===== config.mk =====
export PLATFORM = sky130hd
export DESIGN_NAME = game_controller
export DESIGN_NICKNAME = d
export VERILOG_FILES = /design/src/rtl/game_pkg.sv /design/src/rtl/game_controller_edge_detect.sv /design/src/rtl/game_controller.sv
export SDC_FILE = /design/constraint.sdc
export NUM_CORES = 1
export LEC_CHECK = 0
export ABC_AREA = 1
export BUFFER_PORTS_ARGS = -buffer_cell sky130_fd_sc_hd__buf_2
export CAP_MARGIN = 10
export CORE_AREA = 2 2 85 87
export CTS_CLUSTER_SIZE = 30
export DETAILED_ROUTE_END_ITERATION = 10
export DIE_AREA = 0 0 87 89
export PLACE_DENSITY = 0.77
export SLEW_MARGIN = 20
export SYNTH_ARGS = -nofsm -noshare
export SYNTH_HDL_FRONTEND = slang
export SYNTH_SLANG_ARGS = --single-unit

===== constraint.sdc =====
create_clock -name clk -period 3.1 [get_ports clk]
set_clock_uncertainty 0.2 [all_clocks]
set_input_delay 0.775 -clock clk [delete_from_list [all_inputs] [get_ports clk]]
set_output_delay 0.775 -clock clk [all_outputs]
set_load 0.05 [all_outputs]

===== src/rtl/game_pkg.sv =====
// Shared types and constants for the tic-tac-toe game controller.
// Cell encoding, FSM states and the winning-line table.
package game_pkg;

  typedef enum logic [1:0] {
    PLAY  = 2'd0,
    CHECK = 2'd1,
    WIN   = 2'd2,
    DRAW  = 2'd3
  } state_e;

  typedef enum logic [1:0] {
    EMPTY = 2'd0,
    X     = 2'd1,
    O     = 2'd2
  } cell_e;

  localparam logic [3:0] NO_POS = 4'hF;

  localparam logic [3:0] WIN_LINES [8][3] = '{
    '{4'd0, 4'd1, 4'd2},
    '{4'd3, 4'd4, 4'd5},
    '{4'd6, 4'd7, 4'd8},
    '{4'd0, 4'd3, 4'd6},
    '{4'd1, 4'd4, 4'd7},
    '{4'd2, 4'd5, 4'd8},
    '{4'd0, 4'd4, 4'd8},
    '{4'd2, 4'd4, 4'd6}
  };

  function automatic logic [1:0] other_side(input logic [1:0] t);
    return (t == X) ? O : X;
  endfunction

endpackage


===== src/rtl/game_controller_edge_detect.sv =====
// Rising-edge detector for one debounced button.
// An edge is only reported once the button has been seen low after reset.
module edge_detect (
  input  logic clk,
  input  logic rst,
  input  logic btn,
  output logic rise
);

  logic btn_q, btn_d;
  logic armed_q, armed_d;

  always_comb begin
    btn_d   = btn;
    armed_d = armed_q | ~btn;
  end

  always_ff @(posedge clk) begin
    if (!rst) begin
      btn_q   <= 1'b0;
      armed_q <= 1'b0;
    end else begin
      btn_q   <= btn_d;
      armed_q <= armed_d;
    end
  end

  assign rise = btn & ~btn_q & armed_q;

endmodule


===== src/rtl/game_controller.sv =====
// Tic-tac-toe game controller: board, cursor, turn timer and win scan.
// The win scan walks the line table one line per cycle after each placement.
module game_controller
  import game_pkg::*;
#(
  parameter int TURN_FRAMES = 600
) (
  input  logic       clk,
  input  logic       rst,
  input  logic       btn_move,
  input  logic       btn_place,
  input  logic       btn_restart,
  input  logic       frame_tick,
  input  logic [3:0] player_address,
  output logic [1:0] player,
  output logic [3:0] sel_position,
  output logic [3:0] pos1,
  output logic [3:0] pos2,
  output logic [3:0] pos3,
  output logic [1:0] turn,
  output logic       game_over
);

  localparam int TW =
    (TURN_FRAMES > 1) ? $clog2(TURN_FRAMES) : 1;
  localparam logic [TW-1:0] T_LAST =
    TW'(TURN_FRAMES - 1);

  logic rise_move, rise_place, rise_restart;

  edge_detect u_ed_move (
    .clk  (clk),
    .rst  (rst),
    .btn  (btn_move),
    .rise (rise_move)
  );

  edge_detect u_ed_place (
    .clk  (clk),
    .rst  (rst),
    .btn  (btn_place),
    .rise (rise_place)
  );

  edge_detect u_ed_restart (
    .clk  (clk),
    .rst  (rst),
    .btn  (btn_restart),
    .rise (rise_restart)
  );

  state_e          state_q, state_d;
  logic [8:0][1:0] board_q, board_d;
  logic [3:0]      cursor_q, cursor_d;
  logic [1:0]      turn_q, turn_d;
  logic [3:0]      pos1_q, pos1_d;
  logic [3:0]      pos2_q, pos2_d;
  logic [3:0]      pos3_q, pos3_d;
  logic [TW-1:0]   timer_q, timer_d;
  logic [2:0]      line_q, line_d;
  logic [1:0]      player_q, player_d;
  logic            over_q, over_d;

  logic [3:0] ca, cb, cc;
  logic       hit, full, placed;

  always_comb begin
    ca  = WIN_LINES[line_q][0];
    cb  = WIN_LINES[line_q][1];
    cc  = WIN_LINES[line_q][2];
    hit = (board_q[ca] == turn_q) &&
          (board_q[cb] == turn_q) &&
          (board_q[cc] == turn_q);
    full = 1'b1;
    for (int i = 0; i < 9; i++) begin
      if (board_q[i] == EMPTY) full = 1'b0;
    end
  end

  always_comb begin
    state_d  = state_q;
    board_d  = board_q;
    cursor_d = cursor_q;
    turn_d   = turn_q;
    pos1_d   = pos1_q;
    pos2_d   = pos2_q;
    pos3_d   = pos3_q;
    timer_d  = timer_q;
    line_d   = line_q;
    placed   = 1'b0;

    if (rise_restart) begin
      state_d  = PLAY;
      board_d  = '0;
      cursor_d = 4'd0;
      turn_d   = X;
      pos1_d   = NO_POS;
      pos2_d   = NO_POS;
      pos3_d   = NO_POS;
      timer_d  = '0;
      line_d   = 3'd0;
    end else begin
      unique case (state_q)
        PLAY: begin
          if (rise_place) begin
            if (board_q[cursor_q] == EMPTY) begin
              board_d[cursor_q] = turn_q;
              timer_d = '0;
              line_d  = 3'd0;
              state_d = CHECK;
              placed  = 1'b1;
            end
          end else if (rise_move) begin
            cursor_d = (cursor_q == 4'd8) ?
                       4'd0 : cursor_q + 4'd1;
          end
          // a successful placement swallows a same-cycle timeout
          if (!placed && frame_tick) begin
            if (timer_q == T_LAST) begin
              turn_d  = other_side(turn_q);
              timer_d = '0;
            end else begin
              timer_d = timer_q + 1'b1;
            end
          end
        end
        CHECK: begin
          if (hit) begin
            pos1_d  = ca;
            pos2_d  = cb;
            pos3_d  = cc;
            state_d = WIN;
          end else if (line_q == 3'd7) begin
            if (full) begin
              state_d = DRAW;
            end else begin
              turn_d  = other_side(turn_q);
              timer_d = '0;
              state_d = PLAY;
            end
          end else begin
            line_d = line_q + 3'd1;
          end
        end
        WIN, DRAW: ;
        default: state_d = PLAY;
      endcase
    end

    player_d = (player_address > 4'd8) ?
               2'd0 : board_q[player_address];
    over_d   = (state_d == WIN) || (state_d == DRAW);
  end

  always_ff @(posedge clk) begin
    if (!rst) begin
      state_q  <= PLAY;
      board_q  <= '0;
      cursor_q <= 4'd0;
      turn_q   <= X;
      pos1_q   <= NO_POS;
      pos2_q   <= NO_POS;
      pos3_q   <= NO_POS;
      timer_q  <= '0;
      line_q   <= 3'd0;
      player_q <= 2'd0;
      over_q   <= 1'b0;
    end else begin
      state_q  <= state_d;
      board_q  <= board_d;
      cursor_q <= cursor_d;
      turn_q   <= turn_d;
      pos1_q   <= pos1_d;
      pos2_q   <= pos2_d;
      pos3_q   <= pos3_d;
      timer_q  <= timer_d;
      line_q   <= line_d;
      player_q <= player_d;
      over_q   <= over_d;
    end
  end

  assign player       = player_q;
  assign sel_position = cursor_q;
  assign pos1         = pos1_q;
  assign pos2         = pos2_q;
  assign pos3         = pos3_q;
  assign turn         = turn_q;
  assign game_over    = over_q;

endmodule


# Word-level counts from Yosys, hierarchy flattened
# Memory sizes are Yosys's and may differ from the RTL's.
# Index checks and enable logic that the tools add are counted.
# totals
register_bits	60
latch_bits	0
ram_bits	0
romBits	96
in_bits	10
word_cells	157
mem_count	1
# classes
addsub	3
multipliers	0
div	0
order_cmp	8
n_eq_ne	20
shift	0
n_mux	56
bitwise_logic	18
n_reduce_logical	26
# mem_list
name	depth	word_bits	rd	rd_clocked_by_memory_dff	wr	line	source
(no name shown)	8	12	1	0	0	game_controller.sv:70	cc = WIN_LINES[line_q][2];
# ops
op	count
2-to-1 mux 10 bit	7
binary-select mux 2 bit (select 4 bit)	5
2-to-1 mux 2 bit	18
less-than comparator 4 x 5 -> 1 bit, second input constant	5
2-to-1 mux 12 bit	2
logical NOT 2 bit	11
case mux 10 bit (2 select lines)	1
bitwise mux 18 bit	1
inequality test 2 bit, second input constant	8
2-to-1 mux 1 bit	13
2-to-1 mux 3 bit	4
AND reduction 6 bit	2
adder 10 x 1 -> 10 bit, second input constant	1
equality test 10 bit, second input constant	1
demux 2 bit (select 4 bit)	1
NOT 1 bit	8
case mux 2 bit (2 select lines)	2
AND 1 bit	6
equality test 2 bit	3
inequality test 3 bit, second input constant	2
case mux 3 bit (2 select lines)	1
AND reduction 3 bit	2
AND reduction 5 bit	1
adder 4 x 1 -> 4 bit, second input constant	1
17 further kinds	25

# Depth between registers and ports, before layout
# Gate-level depths: netlist (run 1).
# logic_depth
ltp_word	17
mapped_depth	20
depth_no_buf	19

# By module
# Synthesis (run 1) repeated with hierarchy kept, for this count alone.
# unflattened
hier_cells	546
hier_area_um2	3545.9
# by_module_without_submodules
mod	n_inst	cells_per_inst	area_per_inst_um2
game_controller	1	519	3343.2
edge_detect	3	9	67.6

# Least setup slack after synthesis (run 1)
# OpenSTA, ideal clock, no wires.
# synth_path
path_type	register to register
startpoint	reg line_q[0]
endpoint	reg pos3_q[3], in the netlist pos3[3]
setup_time_ps	122
t_arrival_ps	2218
slack_ps	560
path_stages_with_launch	16
path_buffers	1
period_less_slack_ps	2540
cell_sequence	dfxtp_1 -> inv_2 -> ha_1 -> nor2_4 -> inv_2 -> nand2_1 -> nand3_1 -> nand3_1 -> nand3_1 -> nand3_1 -> nand2_1 -> nor2_2 -> nand3_2 -> buf_2 -> a21oi_1 -> o21ai_1
# synth_between
elab_chain_cells	10
# synth_lines
element	line	source
from (decl)	game_controller.sv:60	logic [2:0] line_q, line_d;
from (signal assigned)	game_controller.sv:177	line_q <= line_d;
NOT 3 -> 4 bit (implied by the code) *	game_controller.sv:68, game_controller.sv:69, game_controller.sv:70	
memory (8 x 12 bit) *	--	
2-to-1 mux 12 bit (implied by the code) * (2 in a row)	game_controller.sv:70	
binary-select mux 2 bit (select 4 bit) (on tied branches)	game_controller.sv:71, game_controller.sv:72	
2-to-1 mux 2 bit (on tied branches)	game_controller.sv:71, game_controller.sv:72	
equality test 2 bit (on tied branches)	game_controller.sv:71, game_controller.sv:72	
logical AND 1 bit	game_controller.sv:71	hit = (board_q[ca] == turn_q) &&
logical AND 1 bit	game_controller.sv:72	(board_q[cb] == turn_q) &&
AND reduction 2 bit (no source line)	--	
to (signal assigned)	game_controller.sv:175	pos3_q <= pos3_d;
to (decl)	game_controller.sv:58	logic [3:0] pos3_q, pos3_d;
# Every way passes the cells marked *; elsewhere a longest branch is shown, timed or not. The select of a mux whose other input is x is not followed.
# A chain may end at the register's enable or synchronous reset.

# Final worst setup path (run 1)
# layout_path
startpoint	reg line_q[1]
endpoint	reg timer_q[5]
# layout_between
elab_chain_cells	11
# layout_lines
element	line	source
NOT 3 -> 4 bit (implied by the code)	game_controller.sv:68, game_controller.sv:69, game_controller.sv:70	
memory (8 x 12 bit)	--	
2-to-1 mux 12 bit (implied by the code) (2 in a row)	game_controller.sv:70	
binary-select mux 2 bit (select 4 bit) (on tied branches)	game_controller.sv:71, game_controller.sv:72	
2-to-1 mux 2 bit (on tied branches)	game_controller.sv:71, game_controller.sv:72	
equality test 2 bit (on tied branches)	game_controller.sv:71, game_controller.sv:72	
logical AND 1 bit	game_controller.sv:71	
logical AND 1 bit	game_controller.sv:72	
inequality test 2 bit (no source line)	--	
AND reduction 6 bit (no source line) *	--	
to (signal assigned)	game_controller.sv:176	timer_q <= timer_d;
to (decl)	game_controller.sv:59	logic [TW-1:0] timer_q, timer_d;
# Marked as above.

==> results of run 1 <==
[per-stage QoR]
step                      std cells  hold WS [ns]
after detailed placement        671        0.2432
after floorplan                 570        0.2239
after global placement          671        0.2353
after global routing            689        0.2812
final                           689        0.2489
after CTS                       687        0.2526
[final cells by class]
cell class / count / area [sq um]
Clock buffer: 12 / 165.2
Multi-Input combinational cell: 422 / 2098
Inverter: 75 / 281.5
Clock inverter: 4 / 25.02
Tap cell: 80 / 100.1
Timing Repair Buffer: 38 / 214.0
Sequential cell: 58 / 1162
Fill cell: 632 / 2673
[path summary, 6_finish.rpt]
path	to	cells after the start	slack, ns	start
min	u_ed_move.armed_q	2	0.25	u_ed_move.armed_q
max reg2reg	timer_q[5]	18	0.28	line_q[1]
max	timer_q[5]	18	0.28	line_q[1]
min reg2reg	u_ed_move.armed_q	2	0.25	u_ed_move.armed_q
[logic make-up (layout without fill, tap and decap cells)]
family	Yosys count	count (layout)	synth area share
and+or+nand+nor	315	315	0.3903
AOI/OAI and AO/OA	93	93	0.1400
xor gates and xnor gates	3	3	0.007280
DFF	58	58	0.3217
adders and majority gates	11	11	0.03813
buffers and inverters	90	129	0.1026
[routing by layer]
metal,vias up,wire [microns],track usage
li1,1939,-,-
met1,1691,4210,0.3335
met2,147,4251,0.3997
met3,24,742,0.06094
met4,0,248,0.1094
met5,-,0,0
[placed cells by master, fill, tap and decap left out, types with 3 or more instances in the layout]
master,n
sky130_fd_sc_hd__a21oi_1,41
sky130_fd_sc_hd__a21oi_2,3
sky130_fd_sc_hd__buf_2,30
sky130_fd_sc_hd__buf_4,7
sky130_fd_sc_hd__clkbuf_8,12
sky130_fd_sc_hd__clkinv_1,5
sky130_fd_sc_hd__dfxtp_1,57
sky130_fd_sc_hd__ha_1,9
sky130_fd_sc_hd__inv_1,66
sky130_fd_sc_hd__inv_2,4
sky130_fd_sc_hd__nand2_1,135
sky130_fd_sc_hd__nand2_2,5
sky130_fd_sc_hd__nand3_1,66
sky130_fd_sc_hd__nand3_2,3
sky130_fd_sc_hd__nand3b_1,4
sky130_fd_sc_hd__nand4_1,15
sky130_fd_sc_hd__nor2_1,65
sky130_fd_sc_hd__nor2_2,4
sky130_fd_sc_hd__nor3_1,8
sky130_fd_sc_hd__o211ai_1,9
sky130_fd_sc_hd__o21ai_0,31
sky130_fd_sc_hd__o21ai_1,6
sky130_fd_sc_hd__or2_2,4
sky130_fd_sc_hd__xor2_1,3
[tightest hold or removal path, delay by kind of cell (launching register included)]
kind | cells | cell delay [ns]
AOI/OAI and AO/OA | 1 | 0.05
buffers and inverters | 1 | 0.04
DFF | 1 | 0.31
[sequential cells by signal (all words and copies together), names as in the netlist]
register              count
sel_position              4
timer_q                  10
state_q                   2
line_q                    3
u_ed_restart.armed_q      1
u_ed_restart.btn_q        1
turn                      2
u_ed_move.btn_q           1
game_over                 1
u_ed_move.armed_q         1
player                    2
u_ed_place.armed_q        1
pos2                      3
pos1                      4
u_ed_place.btn_q          1
board_q                  18
pos3                      3
[what timing repair did]
action                     CTS  global route
setup buffers                0             2
setup endpoints to repair    0            22
gates resized for setup      0             6
[where the power goes]
part           internal (mW)  switching [mW]  leakage (nW)
logic                  0.150           0.309          1.33
clock network          0.352           0.303        0.0944
registers              0.775          0.0288         0.473
==> flow_metrics.tcl, run 1 <==
set metrics [dict create \
    groute.usage.overall 0.2540 \
    die_width_microns 87 \
    row_count 30 \
    post-route-cell-area_sq_um 4046 \
    tritoncts "yes" \
    top_level_ports 31 \
    ctsLongestPathBuffers 2 \
    timing.critical_path.max_delay_family "simple AND/OR/NAND/NOR gates" \
    drcViolationCount 0 \
    worst_slew_pin_slew_ns 0.5845 \
    grt_antenna_before_repair 0 \
    vias 3801 \
    cts_inserted_buffers 9 \
    worst_ep_required_time_ns 3.12 \
    cp-end-kind "flip-flop" \
    timing.critical_path.from_type "flip-flop" \
    cts.clk_slew.worst_paths_ns 0.07 \
    ys_seq_elements 58 \
    net_count_after_synthesis 591 \
    core_region_area_sq_um 6719 \
    synth_cell_types 30 \
    cellPowerDensity_nw_per_um2 474.1 \
    grt_pass1_vias 3316 \
    numPortBuffers 30 \
    outcome "finished, final reports clean" \
    cts_hold_buf 0 \
    synthTopCellsByCount "sky130_fd_sc_hd__nand2_1, sky130_fd_sc_hd__inv_1, sky130_fd_sc_hd__nand3_1" \
    slowest_delay_ns 0.38 \
    tritoncts_sinks 58 \
    largest_fanout_on_the_critical_path 12 \
    grt_max_degree 21 \
    syn_area_sq_um 3610 \
    synth_enable_flop_cells 0 \
    finalPower_mw 1.918 \
    synthMostInstantiatedCell "sky130_fd_sc_hd__nand2_1" \
    globalRouteOverflowTotal 0 \
    final.setup.tns_ns 0 \
    finalSetupViolCount 0 \
    synthTopCellsByArea "sky130_fd_sc_hd__dfxtp_1, sky130_fd_sc_hd__nand2_1, sky130_fd_sc_hd__nand3_1" \
    detail_route.first_pass.iterations 7 \
    critical_path.cell_chain "inv_1 -> ha_1 -> inv_1 -> nand2_2 -> nand2_2 -> nand2_1 -> nand3_1 -> nand3_1 -> nand2_1 -> nand2_1 -> nand2_1 -> nand2_1 -> nor2_2 -> nand3_2 -> nand3_2 -> nand2_1 -> nand2_1 -> nor2_1" \
    route.detailed.vias_per_inst 5.517 \
    finalCoreUtilization 0.6022 \
    power_leakage_nw 1.892 \
    detail_route.wirelength_microns 9453 \
    worst_path_max_delay_cell "sky130_fd_sc_hd__dfxtp_1" \
    insertedDiodeCount 0 \
    fraction_of_synthesized_cell_area_taken_by_the_top_area_cell_type 0.3217 \
    fmax_mhz 354.8 \
    synth_area_per_cell_sq_um 6.333 \
    final_hold_viol_count 0 \
    global_route_wire_length_before_repair_microns 15440 \
    clock-root-buffer "sky130_fd_sc_hd__clkbuf_8" \
    ys_dominant_reg_cell "sky130_fd_sc_hd__dfxtp_1" \
    cap_violations 0 \
    final_layout_size_suffix_gt1_frac 0.1379 \
    setup_slack_ns 0.2812 \
    timing_max_transition_violations_final 0 \
    async_flop_share 0 \
    h-tree-depth 3 \
    dpl_worst_slack_ns 0.2059 \
    area_growth_syn_to_layout_pct 12.10 \
    layout.nets 625 \
    initial_utilization 0.5372 \
    cp_common_cell "sky130_fd_sc_hd__nand2_1" \
    biggest_area_consumer_among_synthesized_cells "sky130_fd_sc_hd__dfxtp_1" \
    clk_latency_ns 0.33 \
    worstHoldPathType "flip-flop to flip-flop" \
    setup_repair_after_global_routing_missed_its_margin "false" \
    placed_cell_area_sq_um 3816 \
    synth_sequential_area_ratio 0.3217 \
    gp_congestion 0.9423 \
    first_iter_violations 262 \
    place_hpwl_microns 7237 \
    setup.worst_path.class "flip-flop to flip-flop" \
    synth.yosys.warnings 0 \
    finalCritPeriodShare 0.9093 \
    floorplan.die_area_sq_um 7743 \
    post_synth_inst_count 570 \
    timing.final.crit_period_ns 2.819 \
    floorplan.die.height_microns 89 \
    worst_ir_drop_vdd_mv 0.3426 \
    wire_per_inst_microns 13.72 \
    worst-path-buf-inv 2 \
    antenna_violating_nets_post_route 0 \
    slew_headroom 0.6074 \
    critical_path_arrival_ns 2.84 \
]
(Power assumes the default switching activity.)
==> run 2: changes to the inputs <==
Settings changed: ABC_AREA 1 to default, CAP_MARGIN 10 to 20, CORE_AREA 2 2 85 87 to 2 2 96 75, DIE_AREA 0 0 87 89 to 0 0 98 77, PLACE_DENSITY 0.77 to 0.78.
==> run 2 against run 1 <==
Compared with the run above:
- critical path depth decreased by 7
- sequential power down 4.9%
- clock power grew 5.0%
- sequential share of layout area shrank 2.2 points
- flip-flop and latch count is the same
- global-route usage rose by 0.53 points
- total power fell by 14%
- first-iteration DRC count down 1.9%
- die area decreased by 2.5%
- final area grew 8.4%
- synthesized area shrank 1.9%
==> flow_metrics.tcl, run 2 <==
set metrics [dict create \
    row_count 26 \
    placed_cell_area_sq_um 4021 \
    synthTopCellsByArea "sky130_fd_sc_hd__dfxtp_1, sky130_fd_sc_hd__mux2i_1, sky130_fd_sc_hd__mux4_2" \
    detail_route.first_pass.iterations 5 \
    power_leakage_nw 1.723 \
    share_comb_of_total_power 0.119 \
    initial_utilization 0.5364 \
    worstHoldPathType "flip-flop to flip-flop" \
    net_count_after_synthesis 414 \
    antenna_violating_nets_post_route 0 \
    grt_antenna_before_repair 0 \
    max_reg_flops 18 \
    slew_headroom 0.5641 \
    numPortBuffers 30 \
    vias 3307 \
    r2r_end "pos3[1]" \
    grt_max_degree 17 \
    fraction_of_synthesized_cell_area_taken_by_the_top_area_cell_type 0.3278 \
    multi_input_area_sq_um 2330 \
    place_hpwl_microns 6913 \
    gp_congestion 0.9540 \
    layout.nets 477 \
    async_flop_share 0 \
    fmax_mhz 322.7 \
    ys_dominant_reg_cell "sky130_fd_sc_hd__dfxtp_1" \
    post_synth_inst_count 393 \
    largest_fanout_on_the_critical_path 6 \
    global_route_wire_length_before_repair_microns 15500 \
    tritoncts "yes" \
    first_iter_violations 257 \
    synth_enable_flop_cells 0 \
    cellPowerDensity_nw_per_um2 376.1 \
    critical_path_arrival_ns 3.11 \
    setup.worst_path.class "flip-flop to flip-flop" \
    finalCritPeriodShare 0.9996 \
    wire_per_inst_microns 17.68 \
    layout.cells.most_common_list "sky130_fd_sc_hd__dfxtp_1, sky130_fd_sc_hd__nand2_1, sky130_fd_sc_hd__buf_4" \
    floorplan.die_area_sq_um 7546 \
    place.detailed.instances 522 \
    power_switching_uw 442.6 \
    finalCoreUtilization 0.6645 \
    groute.usage.overall 0.2593 \
    r2r_cells 11 \
    finalSetupViolCount 0 \
    synth.yosys.warnings 0 \
    final_layout_size_suffix_gt1_frac 0.3167 \
    worst_hold_slack_after_final_layout_ns 0.2641 \
    timing_max_transition_violations_final 0 \
    synth_cell_types 62 \
    worst_slew_pin_slew_ns 0.6538 \
    grt_pass1_vias 3074 \
    outcome "finished, final reports clean" \
    reg2reg_from "line_q[1]" \
    post-route-cell-area_sq_um 4388 \
    registers_with_the_most_flip_flops "board_q: 18 flops, timer_q: 10 flops" \
    critical_path.startpoint "line_q[1]" \
    h-tree-depth 3 \
    ctsLongestPathBuffers 2 \
    clock-root-buffer "sky130_fd_sc_hd__clkbuf_8" \
    route.detailed.vias_per_inst 6.068 \
    core_region_area_sq_um 6604 \
    timing.final.crit_period_ns 3.099 \
    cap_violations 0 \
    timing.critical_path.from_type "flip-flop" \
    number_of_standard_cells_in_the_layout_taps_in_and_fillers_out 545 \
    worst_ep_required_time_ns 3.11 \
    die_width_microns 98 \
    synth_sequential_area_ratio 0.3278 \
    power.share.clock 0.418 \
    final.setup.tns_ns 0 \
    drcViolationCount 0 \
    cp-end-kind "flip-flop" \
    hold_path_depth 2 \
    sequential_cell_area_sq_um 1166 \
    ys_seq_elements 58 \
    netSwitchingFraction 0.2682 \
    floorplan.die.height_microns 77 \
    tritoncts_sinks 58 \
    synth_area_per_cell_sq_um 9.013 \
    cts.clk_slew.worst_paths_ns 0.07 \
    layout.cells.most_common "sky130_fd_sc_hd__dfxtp_1" \
    setup_repair_after_global_routing_missed_its_margin "true" \
    regMostFlops "board_q" \
    insertedDiodeCount 0 \
    final_hold_viol_count 0 \
    area_growth_syn_to_layout_pct 23.88 \
    layout.filler_cells 538 \
    proportion_of_power_drawn_by_flip_flops_and_latches 0.463 \
    power.internal_mw 1.208 \
    synthMostInstantiatedCell "sky130_fd_sc_hd__dfxtp_1" \
    cts_inserted_buffers 9 \
    top_level_ports 31 \
    globalRouteOverflowTotal 0 \
    synthTopCellsByCount "sky130_fd_sc_hd__dfxtp_1, sky130_fd_sc_hd__nand2_1, sky130_fd_sc_hd__mux2i_1" \
    worst-r2r-setup-slack_ns 0.001 \
    clk_latency_ns 0.35 \
    biggest_area_consumer_among_synthesized_cells "sky130_fd_sc_hd__dfxtp_1" \
    detail_route.wirelength_microns 9634 \
    syn_area_sq_um 3542 \
    hp-start "u_ed_restart.armed_q" \
    worst_ir_drop_vdd_mv 0.2468 \
    hold-path-endpoint "u_ed_restart.armed_q" \
]
[run 2: cell families after synthesis]
| family | Yosys count | synth area share |
|---|---|---|
| buffers and inverters | 40 | 0.05051 |
| flip-flops | 58 | 0.3278 |
| adder cells (fa/ha/maj) | 11 | 0.03885 |
| AO/OA/AOI/OAI | 92 | 0.2028 |
| AND/OR/NAND/NOR | 146 | 0.2070 |
| multiplexers | 46 | 0.1731 |
[run 2: cell type report]
cell class / count / area share
repair buffers: 73 / 0.1200
clock buffers: 11 / 0.02994
inverters: 19 / 0.01682
well taps: 84 / 0.02395
multi-input cells: 295 / 0.5309
flip-flops and latches: 58 / 0.2658
clock inverters: 5 / 0.01255
[run 2: timing repair]
action                     4_1_cts  5_1_grt
setup buffers                    1        5
gates cloned                     0        1
hold buffers                     0        0
pin swaps                        3       11
resized for setup                7       21
setup endpoints to repair       20       27
[run 2: critical path, cell delays in order, from the launching register on]
cell and delay (ns):
sky130_fd_sc_hd__dfxtp_2 0.34, sky130_fd_sc_hd__inv_2 0.08, sky130_fd_sc_hd__ha_4 0.18, sky130_fd_sc_hd__mux2i_4 0.19, sky130_fd_sc_hd__mux4_2 0.52, sky130_fd_sc_hd__nor2_1 0.12, sky130_fd_sc_hd__a221oi_1 0.07, sky130_fd_sc_hd__or4_4 0.48
sky130_fd_sc_hd__a211oi_4 0.36, sky130_fd_sc_hd__buf_12 0.17, sky130_fd_sc_hd__mux2i_1 0.17, sky130_fd_sc_hd__nand2_1 0.07
[run 2: stage by stage]
stage | total power, mW | worst slack [ns]
3_5_place_dp | 0.9636 | -0.08588
6_report | 1.651 | 0.001123
2_1_floorplan | 0.9045 | -0.08128
3_3_place_gp | 0.9599 | -0.08199
4_1_cts | 1.651 | 0.001708
5_1_grt | 1.706 | -0.1344
[run 2: power by group through the flow]
stage / sequential [mW] / combinational, mW / clock (mW)
floorplan: 0.782 / 0.123 / 0
global placement: 0.781 / 0.179 / 0
detailed placement: 0.782 / 0.181 / 0
CTS: 0.765 / 0.188 / 0.698
global route: 0.766 / 0.212 / 0.729
finish: 0.765 / 0.197 / 0.689
[run 2: worst max-delay path by stage]
stage	end	slack, ns
3_3_place_gp	turn[0]	-0.08
5_1_grt	pos2[0]	-0.13
4_1_cts	timer_q[1]	0.002
3_5_place_dp	timer_q[5]	-0.09
2_1_floorplan	timer_q[7]	-0.08
6_report	pos3[1]	0.001
[run 2: metal layers]
layer	up-vias	routed length [microns]	share of wire	global-route usage
met1	1584	4329	0.45	0.3558
met5	-	0	0	0
li1	1575	-	-	-
met3	25	634	0.066	0.06928
met4	0	216	0.022	0.08889
met2	123	4452	0.46	0.3959
==> run 3: changes to the inputs <==
Settings changed: ABC_AREA from default to 1, CORE_AREA 2 2 96 75 to 2 2 97 76, DIE_AREA 0 0 98 77 to 0 0 99 78.
==> run 3 against run 2 <==
Compared with the run above:
- die area is 2.3% higher
- final cell count is 26% higher
- wire length is 2.4% lower
- combinational power is 140% higher
- via count is 14% higher
- global-route usage is 0.85 points lower
- sequential power is 5.0% higher
- register-to-register slack better by 0.23 ns
- total power is 18% higher
- worst hold slack worse by 0.011 ns
- critical path type unchanged
- largest power group unchanged
- highest routed layer unchanged
==> flow_metrics.tcl, run 3 (synthesized netlist as in run 1, its figures left out) <==
set metrics [dict create \
    hold-path-endpoint "u_ed_place.armed_q" \
    worst-r2r-setup-slack_ns 0.23 \
    detail_route.wirelength_microns 9404 \
    critical_path.startpoint "line_q[0]" \
    final_hold_viol_count 0 \
    insertedDiodeCount 0 \
    floorplan.die_area_sq_um 7722 \
    tritoncts "yes" \
    cap_violations 0 \
    drcViolationCount 0 \
    vias 3760 \
    reg2reg_from "line_q[0]" \
    number_of_standard_cells_in_the_layout_taps_in_and_fillers_out 689 \
    clock-root-buffer "sky130_fd_sc_hd__clkbuf_8" \
    h-tree-depth 3 \
    first_iter_violations 339 \
    place_hpwl_microns 7220 \
    route.detailed.vias_per_inst 5.457 \
    hold_path_depth 2 \
    post-cts-setup-buffers 0 \
    area_growth_syn_to_layout_pct 11.61 \
    r2r_cells 20 \
    ctsLongestPathBuffers 2 \
    timing.critical_path.max_delay_family "simple AND/OR/NAND/NOR gates" \
    worst_ir_drop_vdd_mv 0.4079 \
    critical_path.cell_chain "buf_4 -> ha_1 -> inv_1 -> nand2_1 -> nand2_2 -> nand2_1 -> nand2_1 -> nand2_1 -> nand3_1 -> nand2_1 -> nand2_1 -> nand2_1 -> nand2_1 -> nor2_2 -> nand3_2 -> buf_4 -> nand2_1 -> inv_1 -> nor2_1 -> nor2_1" \
    cellPowerDensity_nw_per_um2 484.1 \
    initial_utilization 0.5413 \
    global_route_wire_length_before_repair_microns 15640 \
    max_reg_flops 18 \
    finalCritPeriodShare 0.9252 \
    cts.clk_slew.worst_paths_ns 0.06 \
    wire_per_inst_microns 13.65 \
    die_width_microns 99 \
    worst_path_max_delay_cell "sky130_fd_sc_hd__dfxtp_1" \
    worst_ep_required_time_ns 3.12 \
    power_leakage_nw 1.891 \
    row_count 26 \
    setup.worst_path.class "flip-flop to flip-flop" \
    timing.critical_path.from_type "flip-flop" \
    largest_fanout_on_the_critical_path 14 \
    cts_inserted_buffers 9 \
    slew_headroom 0.6371 \
    top_level_ports 31 \
    timing_max_transition_violations_final 0 \
    core_region_area_sq_um 6669 \
    slowest_delay_ns 0.39 \
    tritoncts_sinks 58 \
    outcome "finished, final reports clean" \
    layout.nets 623 \
    finalSetupViolCount 0 \
    final.setup.tns_ns 0 \
    layout.cells.most_common_list "sky130_fd_sc_hd__nand2_1, sky130_fd_sc_hd__inv_1, sky130_fd_sc_hd__nand3_1" \
    worst_slew_pin_slew_ns 0.5403 \
    grt_max_degree 23 \
    worstHoldPathType "flip-flop to flip-flop" \
    critical_path_arrival_ns 2.89 \
    grt_pass1_vias 3337 \
    registers_with_the_most_flip_flops "board_q: 18 flops, timer_q: 10 flops" \
    cp_common_cell "sky130_fd_sc_hd__nand2_1" \
    clk_latency_ns 0.33 \
    layout.filler_cells 641 \
    hp-start "u_ed_place.armed_q" \
    globalRouteOverflowTotal 0 \
    groute.usage.overall 0.2508 \
    final_layout_size_suffix_gt1_frac 0.1306 \
    floorplan.die.height_microns 78 \
    timing.final.crit_period_ns 2.868 \
    detail_route.first_pass.iterations 7 \
    layout.cells.most_common "sky130_fd_sc_hd__nand2_1" \
    r2r_end "line_q[2]" \
    cp-end-kind "flip-flop" \
    antenna_violating_nets_post_route 0 \
    regMostFlops "board_q" \
    fmax_mhz 348.7 \
    worst-path-buf-inv 4 \
    numPortBuffers 30 \
    gp_congestion 0.9674 \
    grt_antenna_before_repair 0 \
    place.detailed.instances 675 \
]
==> run 3: area by class of cell <==
cell class                 count  area (sq um)  area share
tap                           84         105.1     0.02609
clock buffer                  11         151.4     0.03758
multi-input combinational    422          2095      0.5199
inverter                      75         281.5     0.06988
clock inverter                 3         40.04    0.009938
timing repair buffer          36         195.2     0.04845
sequential                    58          1161      0.2882
==> run 3: routing by layer <==
layer | global-route usage | share of wire | vias to the layer above
met3 | 0.06937 | 0.094 | 12
met5 | 0 | 0 | -
met4 | 0.06986 | 0.013 | 0
met2 | 0.3730 | 0.43 | 155
met1 | 0.3558 | 0.46 | 1664
li1 | - | - | 1929
==> run 3: worst max path at each step <==
stage | cells past startpoint | endpoint | slack, ns
5_1_grt | 20 | timer_q[5] | -0.01
4_1_cts | 18 | timer_q[5] | 0.21
2_1_floorplan | 15 | pos3[3] | 0.56
3_5_place_dp | 18 | timer_q[5] | 0.24
3_3_place_gp | 17 | timer_q[8] | 0.30
6_report | 20 | line_q[2] | 0.23
==> run 3: metrics by stage <==
step                hold WS [ns]  setup slack [ns]  utilization  instance area (sq um)  power (mW)
finish                    0.2528            0.2318       0.6041                   4029       1.950
global placement          0.2346            0.3016       0.5730                   3821       1.260
global route              0.2757          -0.01053       0.6041                   4029       2.058
floorplan                 0.2239            0.5601            -                   3610       1.166
CTS                       0.2603            0.2144       0.6017                   4013       1.951
detailed placement        0.2466            0.2362       0.5730                   3821       1.265
==> run 3: power breakdown <==
| group | internal (mW) | total, mW | leakage [nW] | switching (mW) |
|---|---|---|---|---|
| registers | 0.775 | 0.803 | 0.472 | 0.0280 |
| logic | 0.149 | 0.463 | 1.32 | 0.314 |
| clock network | 0.403 | 0.684 | 0.101 | 0.281 |
==> run 3: timing repair <==
item | in CTS | in global routing
gates resized for setup | 0 | 3
endpoints found under the setup margin | 0 | 13
hold buffers | 0 | 0
hold endpoints to repair | 0 | 0
==> run 3: tightest hold or removal path: stages (launching register included) <==
cell and delay [ns]:
sky130_fd_sc_hd__dfxtp_1 0.31, sky130_fd_sc_hd__inv_1 0.05, sky130_fd_sc_hd__a21oi_1 0.05
